`src/rtl/vga_pkg.sv`:
```
// Shared constants and FSM encoding for the VGA frame-buffer arbiter.
package vga_pkg;

   localparam int unsigned VGA_H_ACTIVE     = 640;
   localparam int unsigned VGA_V_ACTIVE     = 480;
   localparam int unsigned VGA_FRAME_PIXELS = VGA_H_ACTIVE * VGA_V_ACTIVE;
   localparam int unsigned VGA_PIX_W        = 12;

   typedef enum logic [1:0] {
      ST_FLUSH   = 2'd0,
      ST_PREFILL = 2'd1,
      ST_RUN     = 2'd2
   } arb_state_e;

endpackage

```
`src/rtl/px_fifo.sv`:
```
// Synchronous pixel FIFO with flush; a pop on an empty FIFO is ignored,
// so a same-cycle push into an empty FIFO is kept.
module px_fifo #(
   parameter int unsigned DEPTH = 8,
   parameter int unsigned WIDTH = 12
) (
   input  logic                     clk,
   input  logic                     rst_n,
   input  logic                     push,
   input  logic [WIDTH-1:0]         wdata,
   input  logic                     pop,
   input  logic                     flush,
   output logic [WIDTH-1:0]         rdata,
   output logic [$clog2(DEPTH):0]   count,
   output logic                     empty,
   output logic                     full
);

   localparam int unsigned AW = $clog2(DEPTH);
   localparam int unsigned CW = AW + 1;

   logic [WIDTH-1:0] mem_q [DEPTH];
   logic [AW-1:0]    wptr_q, wptr_d;
   logic [AW-1:0]    rptr_q, rptr_d;
   logic [CW-1:0]    count_q, count_d;
   logic             do_push, do_pop;

   assign empty   = (count_q == '0);
   assign full    = (count_q == CW'(DEPTH));
   assign do_pop  = pop & ~empty;
   assign do_push = push & ~flush & (~full | do_pop);

   always_comb begin
      wptr_d  = wptr_q;
      rptr_d  = rptr_q;
      count_d = count_q;
      if (flush) begin
         wptr_d  = '0;
         rptr_d  = '0;
         count_d = '0;
      end else begin
         if (do_push) wptr_d = wptr_q + AW'(1);
         if (do_pop)  rptr_d = rptr_q + AW'(1);
         count_d = count_q + CW'(do_push) - CW'(do_pop);
      end
   end

   always_ff @(posedge clk or negedge rst_n) begin
      if (!rst_n) begin
         wptr_q  <= '0;
         rptr_q  <= '0;
         count_q <= '0;
      end else begin
         wptr_q  <= wptr_d;
         rptr_q  <= rptr_d;
         count_q <= count_d;
      end
   end

   always_ff @(posedge clk) begin
      if (do_push) mem_q[wptr_q] <= wdata;
   end

   assign rdata = mem_q[rptr_q];
   assign count = count_q;

endmodule

```
`src/rtl/vga_fb_arbiter.sv`:
```
// Single-port frame-buffer arbiter: display prefetch has priority over host
// writes; the prefetch FIFO is flushed and refilled at every vertical sync.
module vga_fb_arbiter
   import vga_pkg::*;
#(
   parameter int unsigned PIX_W           = VGA_PIX_W,
   parameter int unsigned ADDR_W          = 19,
   parameter int unsigned FRAME_PIXELS    = VGA_FRAME_PIXELS,
   parameter int unsigned FIFO_DEPTH      = 8,
   parameter bit          VS_ACTIVE_LEVEL = 1'b0
) (
   input  logic              clk,
   input  logic              rst,
   input  logic              active_video_area,
   input  logic              vs,
   input  logic              host_valid,
   input  logic [ADDR_W-1:0] host_addr,
   input  logic [PIX_W-1:0]  host_data,
   output logic              host_ready,
   output logic [ADDR_W-1:0] mem_addr,
   output logic              mem_rd,
   output logic              mem_wr,
   output logic [PIX_W-1:0]  mem_wdata,
   input  logic [PIX_W-1:0]  mem_rdata,
   output logic [PIX_W-1:0]  pix_rgb,
   output logic              underflow
);

   localparam int unsigned CW    = $clog2(FIFO_DEPTH) + 1;
   localparam int unsigned OCC_W = CW + 1;

   arb_state_e        state_q, state_d;
   logic [ADDR_W-1:0] fetch_addr_q, fetch_addr_d;
   logic [1:0]        inflight_q, inflight_d;
   logic              rd_pend_q, rd_pend_d;
   logic              live_q;
   logic [ADDR_W-1:0] mem_addr_q, mem_addr_d;
   logic              mem_rd_q, mem_rd_d;
   logic              mem_wr_q, mem_wr_d;
   logic [PIX_W-1:0]  mem_wdata_q, mem_wdata_d;
   logic [PIX_W-1:0]  pix_rgb_q, pix_rgb_d;
   logic              underflow_q, underflow_d;

   logic [CW-1:0]     fifo_count;
   logic              fifo_empty, fifo_full, fifo_flush;
   logic [PIX_W-1:0]  fifo_rdata;
   logic [OCC_W-1:0]  occ;
   logic              need, fetch_grant, host_grant;

   px_fifo #(
      .DEPTH (FIFO_DEPTH),
      .WIDTH (PIX_W)
   ) u_fifo (
      .clk   (clk),
      .rst_n (rst),
      .push  (rd_pend_q),
      .wdata (mem_rdata),
      .pop   (active_video_area),
      .flush (fifo_flush),
      .rdata (fifo_rdata),
      .count (fifo_count),
      .empty (fifo_empty),
      .full  (fifo_full)
   );

   assign occ  = OCC_W'(fifo_count) + OCC_W'(inflight_q);
   assign need = (occ < OCC_W'(FIFO_DEPTH));

   always_ff @(posedge clk or negedge rst) begin
      if (!rst) state_q <= ST_FLUSH;
      else      state_q <= state_d;
   end

   always_comb begin
      state_d = state_q;
      unique case (state_q)
         ST_FLUSH:   if (inflight_q == '0) state_d = ST_PREFILL;
         ST_PREFILL: if (!need)            state_d = ST_RUN;
         ST_RUN:     state_d = ST_RUN;
         default:    state_d = ST_FLUSH;
      endcase
      if (vs == VS_ACTIVE_LEVEL) state_d = ST_FLUSH;
   end

   // live_q keeps host_ready low while reset is held, even though FLUSH grants.
   always_comb begin
      fifo_flush  = (state_q == ST_FLUSH);
      fetch_grant = ((state_q == ST_PREFILL) || (state_q == ST_RUN)) && need;
      host_ready  = live_q && ((state_q == ST_FLUSH) || ((state_q == ST_RUN) && !need));
   end

   assign host_grant = host_valid & host_ready;

   always_comb begin
      fetch_addr_d = fetch_addr_q;
      if (fifo_flush) begin
         fetch_addr_d = '0;
      end else if (fetch_grant) begin
         fetch_addr_d = (fetch_addr_q == ADDR_W'(FRAME_PIXELS - 1)) ? '0 : fetch_addr_q + ADDR_W'(1);
      end
      inflight_d  = inflight_q + 2'(fetch_grant) - 2'(rd_pend_q);
      rd_pend_d   = mem_rd_q;
      mem_rd_d    = fetch_grant;
      mem_wr_d    = host_grant & ~fetch_grant;
      mem_addr_d  = mem_addr_q;
      mem_wdata_d = mem_wdata_q;
      if (fetch_grant) begin
         mem_addr_d = fetch_addr_q;
      end else if (host_grant) begin
         mem_addr_d  = host_addr;
         mem_wdata_d = host_data;
      end
      pix_rgb_d   = (active_video_area && !fifo_empty) ? fifo_rdata : '0;
      underflow_d = underflow_q | (active_video_area & fifo_empty);
   end

   always_ff @(posedge clk or negedge rst) begin
      if (!rst) begin
         fetch_addr_q <= '0;
         inflight_q   <= '0;
         rd_pend_q    <= 1'b0;
         live_q       <= 1'b0;
         mem_addr_q   <= '0;
         mem_rd_q     <= 1'b0;
         mem_wr_q     <= 1'b0;
         mem_wdata_q  <= '0;
         pix_rgb_q    <= '0;
         underflow_q  <= 1'b0;
      end else begin
         fetch_addr_q <= fetch_addr_d;
         inflight_q   <= inflight_d;
         rd_pend_q    <= rd_pend_d;
         live_q       <= 1'b1;
         mem_addr_q   <= mem_addr_d;
         mem_rd_q     <= mem_rd_d;
         mem_wr_q     <= mem_wr_d;
         mem_wdata_q  <= mem_wdata_d;
         pix_rgb_q    <= pix_rgb_d;
         underflow_q  <= underflow_d;
      end
   end

   // Occupancy accounting must never let a returning word hit a full FIFO.
   assert property (@(posedge clk) disable iff (!rst) !(fifo_full && rd_pend_q));

   assign mem_addr  = mem_addr_q;
   assign mem_rd    = mem_rd_q;
   assign mem_wr    = mem_wr_q;
   assign mem_wdata = mem_wdata_q;
   assign pix_rgb   = pix_rgb_q;
   assign underflow = underflow_q;

endmodule

```
`config.mk`:
```
export PLATFORM = sky130hd
export DESIGN_NAME = vga_fb_arbiter
export DESIGN_NICKNAME = d
export VERILOG_FILES = /design/src/rtl/vga_pkg.sv /design/src/rtl/px_fifo.sv /design/src/rtl/vga_fb_arbiter.sv
export SDC_FILE = /design/constraint.sdc
export NUM_CORES = 1
export LEC_CHECK = 0
export ABC_AREA = 1
export CAP_MARGIN = 5
export CELL_PAD_IN_SITES_DETAIL_PLACEMENT = 1
export CELL_PAD_IN_SITES_GLOBAL_PLACEMENT = 2
export CORE_MARGIN = 4
export CORE_UTILIZATION = 37
export CTS_BUF_LIST = sky130_fd_sc_hd__clkbuf_8
export CTS_CLUSTER_SIZE = 16
export DETAILED_ROUTE_END_ITERATION = 10
export PLACE_DENSITY_LB_ADDON = 0.1
export SLEW_MARGIN = 20
export SYNTH_ARGS = -nofsm -noshare
export SYNTH_HDL_FRONTEND = slang
export SYNTH_SLANG_ARGS = --single-unit
```
`constraint.sdc`:
```
create_clock -name clk -period 2.9 [get_ports clk]
set_clock_uncertainty 0.15 [all_clocks]
set_input_delay 0.58 -clock clk [delete_from_list [all_inputs] [get_ports clk]]
set_output_delay 0.58 -clock clk [all_outputs]
set_load 0.02 [all_outputs]
```
==> metrics, run 1 <==
Total GRT Usage=18.3%; Synth cell types=40; number of iterations in the first detailed-routing pass=4; reg2reg end=u_fifo.count[2]; pwr dens=about 860 nW/um^2; Worst-Skew Late Latency=around 0.46 ns; FF-to-FF setup slack=0.40 ns; Mapped Cells=767; post-route ant nets=0; dpl hpwl=14500 um; maximum fanout along the worst path=3; CP Capture Type=primary output; met1 Resource Use GR=25.8%; fraction of the mapped netlist area in compound gates=9.06%; initial antenna violation count=0; met2 usage=29.7%; FF+latch count, synth=177; EDFF count, synth=96; Die Wd=154 um; max-cap viol count=0; worst hold path type=reg2reg; Routed wire per std cell=18.3 um; syn nets=between 800 and 900; CP Launch Type=register; post-synthesis xor/xnor area fraction=less than 1%; largest net degree at the start of global routing=76; Fin. Hold Viols=0; Synth Warn #=0; DR iter-0 viols=between 300 and 400; Chip Height=154 um; most common cell after layout, fill and taps aside=nand2_1; Max clock buf depth=2; CTS root buffer=clkbuf_8; Vias per Instance=5.11; share of cells above drive strength 1=9.50%; CP required=approximately 2.2 ns; fin area=9630 sq um; Setup violations, final=0; fin nets=between 900 and 1000; grt ovf=0; Post-DP Area=9150 sq um; Post-route DRC=0; max-slew violation count=0; area grow syn2layout=22.5%; first-pass GRT wire length=34500 um; Period Utilization, post-route=94.6%; mux contribution to synthesized area=0%; GPL Wtd Cong=0.790; Placeable Area=between 20000 and 25000 sq um; largest family of logic cells by synthesized area=simple AND/OR/NAND/NOR gates; Leakage=0.00389 uW; Worst Hold Depth=0; DR vias=5928; Worst EP arrival=2.01 ns; Tmin final=2.74 ns; number of global-route vias before repair=6285; clock transition at the registers of the reported paths=0.08 ns; ys async rst share=between 40 and 50%; clock sink count=177; Reg2Reg Launch Point=u_fifo.count[1]; Synth Area in Simple Gates=19.8%; grt met3 use=4.00%; syn_area_per_cell=between 10 and 15 sq um; sequential-to-total area share from yosys stat=~62%; status=finished clean; CTS tree=built; maximum vdd ir drop=0.600 mV; worst r2r path cells=11; Worst Hold End=rd_pend_q; global route hottest layer=met2; total die area=23600 sq um; Antenna Cells=0; Initial Util=37.5%; clock buffer count from CTS=17; total wire length=21200 um; commonest cells after routing, fill and taps aside=nand2_1 (141), nor2_1 (128), edfxtp_1 (96), clkdlybuf4s50_1 (92), dfrtp_1 (81); port bufs=94; Slew headroom=a little over half; Synth Cell Area=between 7000 and 8000 sq um; FMAX=0.364 GHz; Worst Hold Launch=mem_rd; WS Path Type=reg2out; Ports=95; utilization after layout=between 40% and 50%; CTS H-tree lvls=4; Least-Margin Pin Slew=between 0.6 and 0.7 ns; adder-cell share of the synthesized area=2.96%; FP Rows=53; Synth Flop Type=edfxtp_1
-- cell type report --
class	count	area (sq um)
Fill cell	2375	11300
Multi-Input combinational cell	503	2580
Clock inverter	12	156
Tap cell	275	344
Clock buffer	20	275
Sequential cell	177	4910
Inverter	50	188
Timing Repair Buffer	122	1180
-- stage by stage --
stage,power [uW],TNS (ns),hold WS [ns],worst slack (ns),std cells
after global placement,6380,0,0.226,0.0988,1123
after detailed placement,6480,0,0.221,0.0902,1123
final,8230,0,0.241,0.155,1159
after global routing,8830,-0.00154,0.266,-0.00154,1159
after floorplan,5220,0,0.134,0.448,767
after CTS,8330,0,0.249,0.0749,1156
-- what timing repair did --
action	4_1_cts	5_1_grt
pin swaps	0	2
endpoints found under the setup margin	1	1
gates resized for setup	5	3
gates cloned	0	0
hold buffers	1	0
buffers inserted	0	3
endpoints found under the hold margin	3	0
-- flip-flops by register name, summed over array words and instances, names as in the netlist, 3 cells and up --
name and flops:
u_fifo.count 4, mem_addr 19, u_fifo.wptr_q 3, mem_wdata 12
pix_rgb 12, u_fifo.mem_q 96, u_fifo.rptr_q 3, fetch_addr_q 19
-- critical path, cell delays in order (launching register included) --
cell,delay [ns]
dfrtp_1,0.41
ha_1,0.32
nand2_1,0.06
inv_1,0.03
nand2_1,0.07
nand3_2,0.10
nand2_2,0.10
nand2_2,0.08
a21oi_4,0.23
buf_6,0.15
-- report_power, final --
group          switching [uW]  internal [uW]
logic                    1940           1180
registers                 218           3050
clock network             913            924
-- synthesized netlist by cell type (2+ instances only) --
master	instances	share of area, %
ha_1	17	2.7
o21ai_1	6	0.38
o32ai_1	24	2.7
inv_1	47	2.2
clkbuf_1	16	0.76
nand2_1	142	6.8
o21ai_0	66	4.2
nand3_2	2	0.25
a21oi_1	15	0.96
nand4_1	28	2.2
xnor2_1	4	0.45
nand2_2	5	0.40
nor2_1	128	6.1
buf_2	11	0.70
nor3_2	2	0.25
nor3_1	5	0.32
xor2_1	3	0.33
buf_4	7	0.67
a21oi_2	2	0.22
nand3_1	37	2.4
edfxtp_1	96	37
inv_2	3	0.14
dfrtp_1	81	26
nor2_2	3	0.24
buf_6	2	0.29
-- logic make-up (layout without fill, tap and decap cells) --
family / after synthesis / after routing
flip-flops: 177 / 177
adder cells (fa/ha/maj): 18 / 18
buffers and inverters: 87 / 204
other: 1 / 1
AND/OR/NAND/NOR: 358 / 358
XOR/XNOR: 7 / 7
AO/OA/AOI/OAI: 119 / 119
-- worst max-delay path by stage --
stage,from,endpoint,slack (ns),depth (start not counted)
after floorplan,u_fifo.count[2],u_fifo.count[2],0.45,12
after global placement,inflight_q[1],host_ready,0.1,9
after detailed placement,u_fifo.count[1],host_ready,0.09,9
after CTS,u_fifo.count[1],host_ready,0.07,9
after global routing,u_fifo.count[1],host_ready,-0.002,9
final,u_fifo.count[1],host_ready,0.16,9
-- per-layer routing --
| layer | wire length [um] | share of wire, % |
|---|---|---|
| met1 | 10200 | 48 |
| met4 | 148 | 0.70 |
| met5 | 0 | 0 |
| met2 | 10100 | 48 |
| met3 | 752 | 3.5 |
Note: power is estimated with default switching activity, not from simulation.
==> run 2: changes to the inputs <==
CORE_UTILIZATION = 40   (was 37)
clock period = 3.25 ns   (was 2.9 ns; I/O delays follow)
==> run 2 against run 1 <==
Against the previous run:
- sequential share of layout area grew 0.40 points
- wire length shrank 2.1%
- highest routed layer unchanged
- combinational power shrank 12%
- final cell count shrank 1.3%
- global-route usage grew 1.3 points
- die area shrank 7.1%
- largest cell class unchanged
- clock power shrank 14%
==> metrics, run 2 (same netlist as run 1, synthesis figures left out) <==
status=finished clean; FMAX=between 0.3 and 0.4 GHz; crit path buf inv count=2 (unchanged); Tmin final=3.00 ns; non-filler cells, final=1144 (-1.3%); port bufs=94 (unchanged); grt ovf=0 (unchanged); Max clock buf depth=2 (unchanged); maximum fanout along the worst path=4 (+1); Leakage=0.00386 uW (-0.75%); DR vias=5898 (-0.51%); Die Wd=148 um (-3.6%); Least-Margin Pin Slew=0.872 ns (+0.186 ns); FILL cells=2172 (-8.5%); post-route ant nets=0 (unchanged); first-pass GRT wire length=33900 um (-1.6%); Slew headroom=41.9% (-12 points); GPL Wtd Cong=0.839 (+6.3%); total die area=22000 sq um (-7.1%); Worst-Skew Late Latency=0.46 ns (about the same); Vias per Instance=5.16 (+0.80%); PnR worst setup slack=0.248 ns (+0.0931 ns); most common cell after layout, fill and taps aside=nand2_1; Fin Setup TNS=0 ns (unchanged); CTS tree=built; Post-route DRC=0 (unchanged); Fin. Hold Viols=0 (unchanged); largest net degree at the start of global routing=52 (-32%); placed cell count=1111 (-1.1%); Chip Height=148 um (-3.6%); CP Capture Type=primary output; largest reg by FF count=u_fifo.mem_q; Placeable Area=19400 sq um (-7.4%); FP Rows=51 (-3.8%); clock buffer count from CTS=17 (unchanged); CP max stage cell=dfrtp_1; Worst EP arrival=2.20 ns (+0.19 ns); maximum vdd ir drop=0.321 mV (-47%); number of iterations in the first detailed-routing pass=4 (unchanged); # Post-CTS Setup Buffers=0 (unchanged); worst hold path type=reg2reg; fin nets=932 (-0.53%); max reg flops=96 (unchanged); dpl hpwl=14300 um (-1.6%); DR iter-0 viols=349 (-7.9%); max-slew violation count=0 (unchanged); CP Launch Type=register; commonest cells after routing, fill and taps aside=nand2_1 (142), nor2_1 (128), edfxtp_1 (96), clkdlybuf4s50_1 (92), dfrtp_1 (81); Initial Util=40.5% (+3.0 points); CTS H-tree lvls=4 (unchanged); clock sink count=177 (unchanged); number of global-route vias before repair=6325 (+0.64%); max incr delay on CP=0.43 ns (+0.02 ns); CTS root buffer=clkbuf_8; max-cap viol count=0 (unchanged); Post-Place Worst Slack=0.431 ns (+0.341 ns); Setup violations, final=0 (unchanged); total wire length=20700 um (-2.1%); Total GRT Usage=19.6% (+1.3 points); share of cells above drive strength 1=8.87% (-0.63 points); Routed wire per std cell=18.1 um (-0.86%); critical path's most frequent cell=nand2_1; pwr dens=760 nW/um^2 (-11%); CP required=2.45 ns (+0.28 ns); crit path cell chain=ha_1, nand2_1, inv_1, nand2_1, nand3_2, nand2_1, nand2_2, a21oi_2, dlygate4sd2_1; initial antenna violation count=0 (unchanged); RSZ-0062 raised after global routing=false; Ports=95 (unchanged); CP top delay family=flip-flops; clock transition at the registers of the reported paths=0.10 ns (+0.02 ns); Antenna Cells=0 (unchanged); WS Path Type=reg2out; area grow syn2layout=21.6%; Period Utilization, post-route=92.4%
-- run 2: cell count changes in the layout (fill, tap and decap cells not counted), sizes merged --
cell         change
dlygate4sd2      +1
bufinv           -1
clkbuf           -3
buf              -6
clkinv           +1
inv              +5
clkinvlp         -2
-- run 2: area by class of cell --
type                       count  area [sq um]  share of cell area [%]
clock inverter                15           185                    1.94
clock buffer                  17           234                    2.45
multi-input combinational    503          2570                    26.9
timing repair buffer         117          1140                    11.9
sequential                   177          4910                    51.4
inverter                      50           188                    1.96
tap                          265           332                    3.47
-- run 2: path summary, 6_finish.rpt --
check,startpoint,endpoint,slack [ns],cells after the start
setup / recovery,u_fifo.count[1],host_ready,0.25,9
min in group asynchronous,rst,pix_rgb[5],0.54,2
setup reg to reg,u_fifo.count[2],u_fifo.count[2],0.76,11
hold reg to reg,mem_rd,rd_pend_q,0.27,0
hold / removal,mem_rd,rd_pend_q,0.27,0
max in group asynchronous,rst,inflight_q[1],1.75,3
-- run 2: where the power goes --
group / switching, uW / internal (uW)
registers: 190 / 2720
logic: 1720 / 1050
clock network: 869 / 716
total: 2770 / 4480
-- run 2: metal layers --
metal  vias up  GRT usage (%)  share of wire (%)
met1      2934           27.6                 47
met2       121           31.3                 47
met3        23           3.56                4.5
met5         -              0                  0
li1       2820              -                  -
met4         0           6.19                1.4
-- run 2: through the flow --
step | utilization (%) | area [sq um] | total power, uW | hold slack [ns]
detailed placement | 47.0 | 9130 | 5770 | 0.230
finish | 49.2 | 9550 | 7260 | 0.268
floorplan | - | 7860 | 4660 | 0.204
global placement | 47.0 | 9130 | 5660 | 0.246
CTS | 49.2 | 9550 | 7370 | 0.269
global route | 49.2 | 9550 | 7780 | 0.292
-- run 2: timing repair --
item,in CTS,in global routing
hold buffers,1,0
endpoints found under the setup margin,1,0
resized for setup,1,0
endpoints found under the hold margin,32,0
